`src/rtl/serial_cmp_pkg.sv`:
```
// Shared types and helpers for the serial magnitude comparator.
package serial_cmp_pkg;

    typedef enum logic [1:0] {
        IDLE = 2'd0,
        RUN  = 2'd1,
        DONE = 2'd2
    } cmp_state_e;

    // Bits needed to hold any value in 0..value-1; used as clog2(N+1) for the digit counter.
    function automatic int clog2(input int value);
        int r;
        int v;
        r = 0;
        v = value - 1;
        while (v > 0) begin
            r++;
            v = v >> 1;
        end
        return (r == 0) ? 1 : r;
    endfunction

endpackage

```
`src/rtl/serial_magnitude_comparator_digit.sv`:
```
// Combinational DIGIT-bit unsigned comparator (module mag_cmp_digit).
module mag_cmp_digit #(
    parameter int DIGIT = 2
) (
    input  logic [DIGIT-1:0] a,
    input  logic [DIGIT-1:0] b,
    output logic             gt,
    output logic             lt,
    output logic             eq
);

    assign gt = (a > b);
    assign lt = (a < b);
    assign eq = (a == b);

endmodule

```
`src/rtl/serial_magnitude_comparator.sv`:
```
// Serial MSB-first magnitude comparator, DIGIT bits per cycle, signed or unsigned.
// Optional macro SERIAL_CMP_EARLY_TERM_EN: finish on the first unequal digit.
//
// state | meaning
// IDLE  | waiting for start, results held from the last compare
// RUN   | comparing one digit per cycle, busy high
// DONE  | one-cycle result-valid pulse; start here begins a new compare
module serial_magnitude_comparator
    import serial_cmp_pkg::*;
#(
    parameter int WIDTH = 16,
    parameter int DIGIT = 2
) (
    input  logic             clk,
    input  logic             rst_n,
    input  logic             start,
    input  logic             is_signed,
    input  logic [WIDTH-1:0] x,
    input  logic [WIDTH-1:0] y,
    output logic             busy,
    output logic             done,
    output logic             xgty,
    output logic             xlty,
    output logic             xeqy
);

    localparam int N  = WIDTH / DIGIT;
    localparam int CW = clog2(N + 1);
    localparam logic [WIDTH-1:0] MSB_MASK = WIDTH'(1) << (WIDTH - 1);

    cmp_state_e       state_q, state_d;
    logic [CW-1:0]    cnt_q, cnt_d;
    logic [WIDTH-1:0] xs_q, xs_d;
    logic [WIDTH-1:0] ys_q, ys_d;
    logic             xgty_q, xgty_d;
    logic             xlty_q, xlty_d;
    logic             xeqy_q, xeqy_d;

    logic dig_gt, dig_lt, dig_eq;
    logic accept, decided, last_dig, early_stop;

    mag_cmp_digit #(.DIGIT(DIGIT)) u_digit (
        .a  (xs_q[WIDTH-1 -: DIGIT]),
        .b  (ys_q[WIDTH-1 -: DIGIT]),
        .gt (dig_gt),
        .lt (dig_lt),
        .eq (dig_eq)
    );

    assign accept   = start && (state_q != RUN);
    assign decided  = xgty_q | xlty_q;
    assign last_dig = (cnt_q == CW'(1));

`ifdef SERIAL_CMP_EARLY_TERM_EN
    assign early_stop = !decided && !dig_eq;
`else
    assign early_stop = 1'b0;
`endif

    always_ff @(posedge clk or negedge rst_n) begin
        if (!rst_n) begin
            state_q <= IDLE;
        end else begin
            state_q <= state_d;
        end
    end

    always_comb begin
        state_d = state_q;
        case (state_q)
            IDLE:    if (start) state_d = RUN;
            RUN:     if (last_dig || early_stop) state_d = DONE;
            DONE:    state_d = start ? RUN : IDLE;
            default: state_d = IDLE;
        endcase
    end

    always_comb begin
        busy = (state_q == RUN);
        done = (state_q == DONE);
    end

    // Inverting both MSBs for signed operands lets the unsigned digit compare give the signed order.
    always_comb begin
        cnt_d  = cnt_q;
        xs_d   = xs_q;
        ys_d   = ys_q;
        xgty_d = xgty_q;
        xlty_d = xlty_q;
        xeqy_d = xeqy_q;
        if (accept) begin
            xs_d   = is_signed ? (x ^ MSB_MASK) : x;
            ys_d   = is_signed ? (y ^ MSB_MASK) : y;
            cnt_d  = CW'(N);
            xgty_d = 1'b0;
            xlty_d = 1'b0;
            xeqy_d = 1'b0;
        end else if (state_q == RUN) begin
            xs_d  = xs_q << DIGIT;
            ys_d  = ys_q << DIGIT;
            cnt_d = cnt_q - CW'(1);
            if (!decided) begin
                xgty_d = dig_gt;
                xlty_d = dig_lt;
                xeqy_d = last_dig && dig_eq;
            end
        end
    end

    always_ff @(posedge clk or negedge rst_n) begin
        if (!rst_n) begin
            cnt_q  <= '0;
            xs_q   <= '0;
            ys_q   <= '0;
            xgty_q <= 1'b0;
            xlty_q <= 1'b0;
            xeqy_q <= 1'b0;
        end else begin
            cnt_q  <= cnt_d;
            xs_q   <= xs_d;
            ys_q   <= ys_d;
            xgty_q <= xgty_d;
            xlty_q <= xlty_d;
            xeqy_q <= xeqy_d;
        end
    end

    assign xgty = xgty_q;
    assign xlty = xlty_q;
    assign xeqy = xeqy_q;

endmodule
```
`config.mk`:
```
export PLATFORM = sky130hd
export DESIGN_NAME = serial_magnitude_comparator
export DESIGN_NICKNAME = d
export VERILOG_FILES = /design/src/rtl/serial_cmp_pkg.sv /design/src/rtl/serial_magnitude_comparator_digit.sv /design/src/rtl/serial_magnitude_comparator.sv
export SDC_FILE = /design/constraint.sdc
export NUM_CORES = 1
export LEC_CHECK = 0
export ABC_AREA = 1
export BUFFER_PORTS_ARGS = -buffer_cell sky130_fd_sc_hd__buf_2
export CELL_PAD_IN_SITES_DETAIL_PLACEMENT = 1
export CELL_PAD_IN_SITES_GLOBAL_PLACEMENT = 1
export CORE_MARGIN = 1.5
export CORE_UTILIZATION = 39
export CTS_CLUSTER_SIZE = 30
export DETAILED_ROUTE_END_ITERATION = 6
export GPL_TIMING_DRIVEN = 1
export PLACE_DENSITY_LB_ADDON = 0.1
export SYNTH_ARGS = -nofsm -noshare
export SYNTH_HDL_FRONTEND = slang
export SYNTH_SLANG_ARGS = --single-unit
```
`constraint.sdc`:
```
create_clock -name clk -period 1.5 [get_ports clk]
set_input_delay 0.225 -clock clk [delete_from_list [all_inputs] [get_ports clk]]
set_output_delay 0.225 -clock clk [all_outputs]
set_load 0.05 [all_outputs]
```
==> qor.txt, run 1 <==
Max-slew violation count - 0
Worst Tran Pin Value - 0.5275 ns
Die ar. - 5421 um2
DP Wirelength - 2.943 mm
CTS root buffer - clkbuf_8
Row cnt - 25
FF+latch count, synth - 41
Final hold violation count - 1
Setup-failing EPs final - 0
Top post-synthesis cells by area - dfrtp_1 (53%), nand2_1 (21%), nand3_1 (8.7%)
Htree depth - 2
1st-pass router iterations - 4
Vias per cell - 4.588
ANT nets after route - 0
Buffers inserted by post-CTS timing repair - 0
Worst hold path class - in2async
Outcome - complete, but fails checks
DR top layer - met4
CP startpoint kind - flop
P_leak - 0.001205 uW
Clock buffer count from CTS - 5
Vias - 1569
R2r setup slk - 0.27 ns
Clock transition at path regs - 0.08 ns
Max Cap Viol - 0
Initial antenna violation count - 0
Final wirelength - 4.150 mm
Pwr Density - 1828 nW/um2
Syn Std Cell Area - 1946 um2
Chip Height - 73.63 um
Setup tns final - 0 ns
Grt ovf - 0
CTS tree - built
Cells after synthesis - 233
Post-synth top area cell - dfrtp_1
Max Freq - 697.3 MHz
Worst Slack Setup Final - 0.06579 ns
Final #Nets - 314
Pre-CTS setup slack - 0.2742 ns
Ant diodes - 0
Peak supply drop - 728.3 uV
Crit. End Element - output port
Share of cells above drive strength 1 - 20.73%
Worst-path fanout max - 5
GR Util All Layers - 17.33%
DRC marker count from the first detailed-route iteration - 75
PostCTS Resize Cnt - 0
R2r startpoint - state_q[0]
Synth-to-Final Area Change - 14.86%
Unrepaired setup endpoints after global routing - false
Number of top-level pins - 41
Rel. slew slack - 64.83%
Post-synth cell types - 18
Sequential cell area fraction in the yosys report - 52.73%
PortBufs - 40
Core area - 4755 um2
Post-Layout Cell Count - 342
DR WL met3 - 113 um
Vias in the first global route - 1569
Die width - 73.63 um
Cells after DPL - 334
Tcrit/Tclk final - 95.61%
Fill cells - 607
WL met1 - 1.892 mm
Largest net degree at the start of global routing - 42
Worst R2R End - ys_q[11]
First-pass GRT wire length - 7.217 mm
GPL Wtd Cong - 0.7641
Worst reg2reg path depth - 5
Clock Skews - 0.006737 ns
Clk buf depth - 2
Crit path kind - reg2out
Yosys warning count - 0
CTS Hold Bufs - 0
CP required - 1.27 ns
Failing checks - hold timing
Post-layout minimum cycle time - 1.434 ns
Syn Area/Cell - 8.350 um2
Fin Hold WS - -0.001439 ns
Clk Latency, worst-skew pair - 0.28 ns
Worst EP arrival - 1.21 ns
Starting Density - 40.92%
Post-Syn Nets - 273
DRC Markers - 0
CTS sink cnt - 41
Top-area cell type share of the netlist area - 52.73%
Metal2 WL - 2.117 mm
Wire per inst - 12.13 um
-- registers in the layout, summed over array words and instances (netlist names) --
name,count
xlty,1
ys_q,16
cnt_q,4
xeqy,1
xgty,1
state_q,2
xs_q,16
-- power breakdown --
group          total, uW  leakage [uW]  internal [uW]  switching [uW]
registers           1770      0.000525           1530             242
clock network        690     0.0000395            331             359
logic               1620      0.000640            552            1070
-- Yosys cell counts --
cell type  instances
nand2_1          107
inv_4              2
buf_6              8
dfrtp_1           41
o21ai_2            1
a21oi_1            1
nor2_4             1
inv_1             12
nand2_4            3
o21ai_1            2
xor2_1             2
buf_4              1
nor2_1            10
o22ai_1            1
nand3_1           34
inv_2              2
ha_1               4
o21ai_0            1
-- cells by family after synthesis --
kind of cell             synth area share, %
AO/OA/AOI/OAI                          1.800
AND/OR/NAND/NOR                        33.63
adder cells (fa/ha/maj)                2.572
flip-flops                             52.73
buffers and inverters                  8.360
XOR/XNOR                              0.9005
-- per-layer routing --
metal	GRT usage (%)	up-vias
li1	-	807
met1	22.66	737
met2	29.53	23
met3	3.292	2
met4	4.321	0
met5	0	-
-- layout by cell type, fill, tap and decap left out --
cell type,instances
nand2_1,107
dfrtp_1,41
buf_2,40
nand3_1,34
inv_1,12
nor2_1,10
clkbuf_8,5
ha_1,4
nand2_4,3
clkbuf_1,3
buf_4,3
inv_2,2
inv_4,2
xor2_1,2
o21ai_1,2
nor2_4,1
o21ai_2,1
a21oi_1,1
o22ai_1,1
o21ai_0,1
-- worst max-delay path, stage by stage, from the launching register on --
cell     delay (ns)
dfrtp_1        0.47
inv_2          0.08
nor2_4         0.10
buf_2          0.28
-- stage by stage --
step,hold WS [ns],utilization [%],power [uW],cell area [um2]
finish,-0.001439,47.00,4084,2235
global route,0.03629,47.00,4465,2235
CTS,0.01655,47.00,4170,2235
detailed placement,0.3275,45.32,3464,2155
global placement,0.3301,45.32,3414,2155
floorplan,-0.07059,-,3123,1946
-- worst max path at each step --
| stage | from | endpoint | slack [ns] | depth (start not counted) |
|---|---|---|---|---|
| detailed placement | state_q[0] | ys_q[11] | 0.27 | 5 |
| global placement | state_q[0] | xeqy | 0.31 | 6 |
| floorplan | state_q[0] | done | 0.17 | 1 |
| CTS | state_q[0] | busy | 0.05 | 3 |
| global route | state_q[0] | busy | 0.002 | 3 |
| finish | state_q[0] | busy | 0.07 | 3 |
-- area by class of cell --
cell class	count	area [um2]	area share, %
Sequential cell	41	1026	45.91
Multi-Input combinational cell	167	757.0	33.87
Timing Repair Buffer	43	222.7	9.966
Tap cell	67	83.83	3.751
Inverter	16	65.06	2.912
Clock buffer	8	80.08	3.583
Power figures use the tool's default switching activity.
==> run 2: changes to the inputs <==
Settings changed: RECOVER_POWER set to 50, SLEW_MARGIN set to 10.
==> qor.txt, run 2 (synthesis results as in run 1) <==
Post-layout minimum cycle time - 1.435 ns
Worst hold path class - in2reg
Clock power frac - 16.9%
Clock buffer count from CTS - 5
Tcrit/Tclk final - 95.66%
Share of cells above drive strength 1 - 20.73%
P_leak - 0.001204 uW
Largest net degree at the start of global routing - 42
Crit path kind - reg2out
Largest regs - xs_q: 16 flops, ys_q: 16 flops, cnt_q: 4 flops
Unrepaired setup endpoints after global routing - false
Chip Height - 73.63 um
R2r setup slk - 0.27 ns
PortBufs - 40
Clk Latency, worst-skew pair - 0.28 ns
Worst path slowest cell - dfrtp_1
DP Wirelength - 2.943 mm
GR Util All Layers - 17.33%
CTS tree - built
Clock Skews - 0.006706 ns
Synth-to-Final Area Change - 14.73%
Worst-path fanout max - 5
Max Freq - 696.9 MHz
Max-slew violation count - 0
GPL Wtd Cong - 0.7641
Setup-failing EPs final - 0
Leading cell type in the layout, fill and taps excluded - nand2_1
Pwr Density - 1830 nW/um2
Sequential share of power - 43.5%
Vias - 1572
CP cell instances - inv_2, nor2_4, buf_2
Worst Tran Pin Value - 1.042 ns
Row cnt - 25
Worst reg2reg path depth - 5
Grt ovf - 0
Hold Path Depth - 3
Post-Layout Cell Count - 342
CTS root buffer - clkbuf_8
Setup tns final - 0 ns
Logic pwr share - 39.6%
Die width - 73.63 um
Htree depth - 2
Die ar. - 5421 um2
Sw frac - 40.85%
CTS Hold Bufs - 0
Max Cap Viol - 0
Final wirelength - 4.163 mm
Outcome - completed
Rel. slew slack - 30.52%
Ant diodes - 0
CP startpoint kind - flop
PostCTS Resize Cnt - 0
Clk buf depth - 2
Clock transition at path regs - 0.08 ns
Psw - 1668 uW
First-pass GRT wire length - 7.217 mm
DRC marker count from the first detailed-route iteration - 75
R2r startpoint - state_q[0]
Most frequent cells in the layout - nand2_1 (107), dfrtp_1 (41), buf_2 (40)
CTS sink cnt - 41
Worst setup path end - busy
Starting Density - 40.92%
Final hold violation count - 0
Cell family with most CP delay - flip-flops
Max incr delay on CP - 0.47 ns
1st-pass router iterations - 4
Buffers inserted by post-CTS timing repair - 0
Vias in the first global route - 1569
Core area - 4755 um2
Worst R2R End - ys_q[11]
ANT nets after route - 0
Peak supply drop - 729.2 uV
Crit path launch - state_q[0]
Critical Path Stages - 3
Vias per cell - 4.596
DRC Markers - 0
Cell Int Power - 2416 uW
CP required - 1.27 ns
Wire per inst - 12.17 um
Initial antenna violation count - 0
Crit. End Element - output port
Number of top-level pins - 41
Final #Nets - 314
CP bufs+invs - 2
Cells after DPL - 334
Worst EP arrival - 1.21 ns
run 2: cell types whose count changed in the layout (fill, tap and decap cells not counted):
cell and change:
clkbuf_2 +1, buf_4 -1
run 2: layout make-up:
| class | count | area, um2 |
|---|---|---|
| flip-flops and latches | 41 | 1026 |
| multi-input cells | 167 | 757.0 |
| well taps | 67 | 83.83 |
| clock buffers | 8 | 80.08 |
| repair buffers | 43 | 220.2 |
| inverters | 16 | 65.06 |
| fillers | 607 | 2522 |
run 2: metal layers:
| metal | wire (um) | part of all wire, % | vias to the layer above | global-route usage, % |
|---|---|---|---|---|
| met4 | 26 | 0.62 | 0 | 4.321 |
| met2 | 2099 | 50 | 23 | 29.53 |
| li1 | - | - | 807 | - |
| met3 | 113 | 2.7 | 2 | 3.292 |
| met5 | 0 | 0 | - | 0 |
| met1 | 1923 | 46 | 740 | 22.66 |
run 2: how the worst min path moves through the flow:
stage | from | slack, ns | to
global placement | rst_n | 0.33 | ys_q[2]
detailed placement | rst_n | 0.33 | ys_q[2]
CTS | rst_n | 0.02 | ys_q[10]
floorplan | rst_n | -0.07 | cnt_q[0]
global route | x[4] | 0.15 | xs_q[4]
finish | y[1] | 0.14 | ys_q[1]
run 2: power groups by stage:
stage               clock (uW)  combinational, uW  sequential (uW)
floorplan                    0               1280             1840
global placement             0               1620             1790
detailed placement           0               1670             1800
CTS                        722               1670             1780
global route               762               1870             1840
finish                     690               1620             1780
run 2: tightest hold or removal path: stages:
cell     delay (ns)
buf_2          0.07
nand2_1        0.04
nand2_1        0.05
run 2: stage by stage:
step                      total power (uW)  util, %  cell area (um2)  hold slack (ns)  worst slack (ns)
after global routing                  4464    46.95             2232           0.1516          0.001633
after global placement                3414    45.32             2155           0.3301            0.3051
after floorplan                       3123        -             1946         -0.07059            0.1659
after CTS                             4170    47.00             2235          0.01655           0.05049
after detailed placement              3464    45.32             2155           0.3275            0.2742
final                                 4084    46.95             2232           0.1398           0.06508
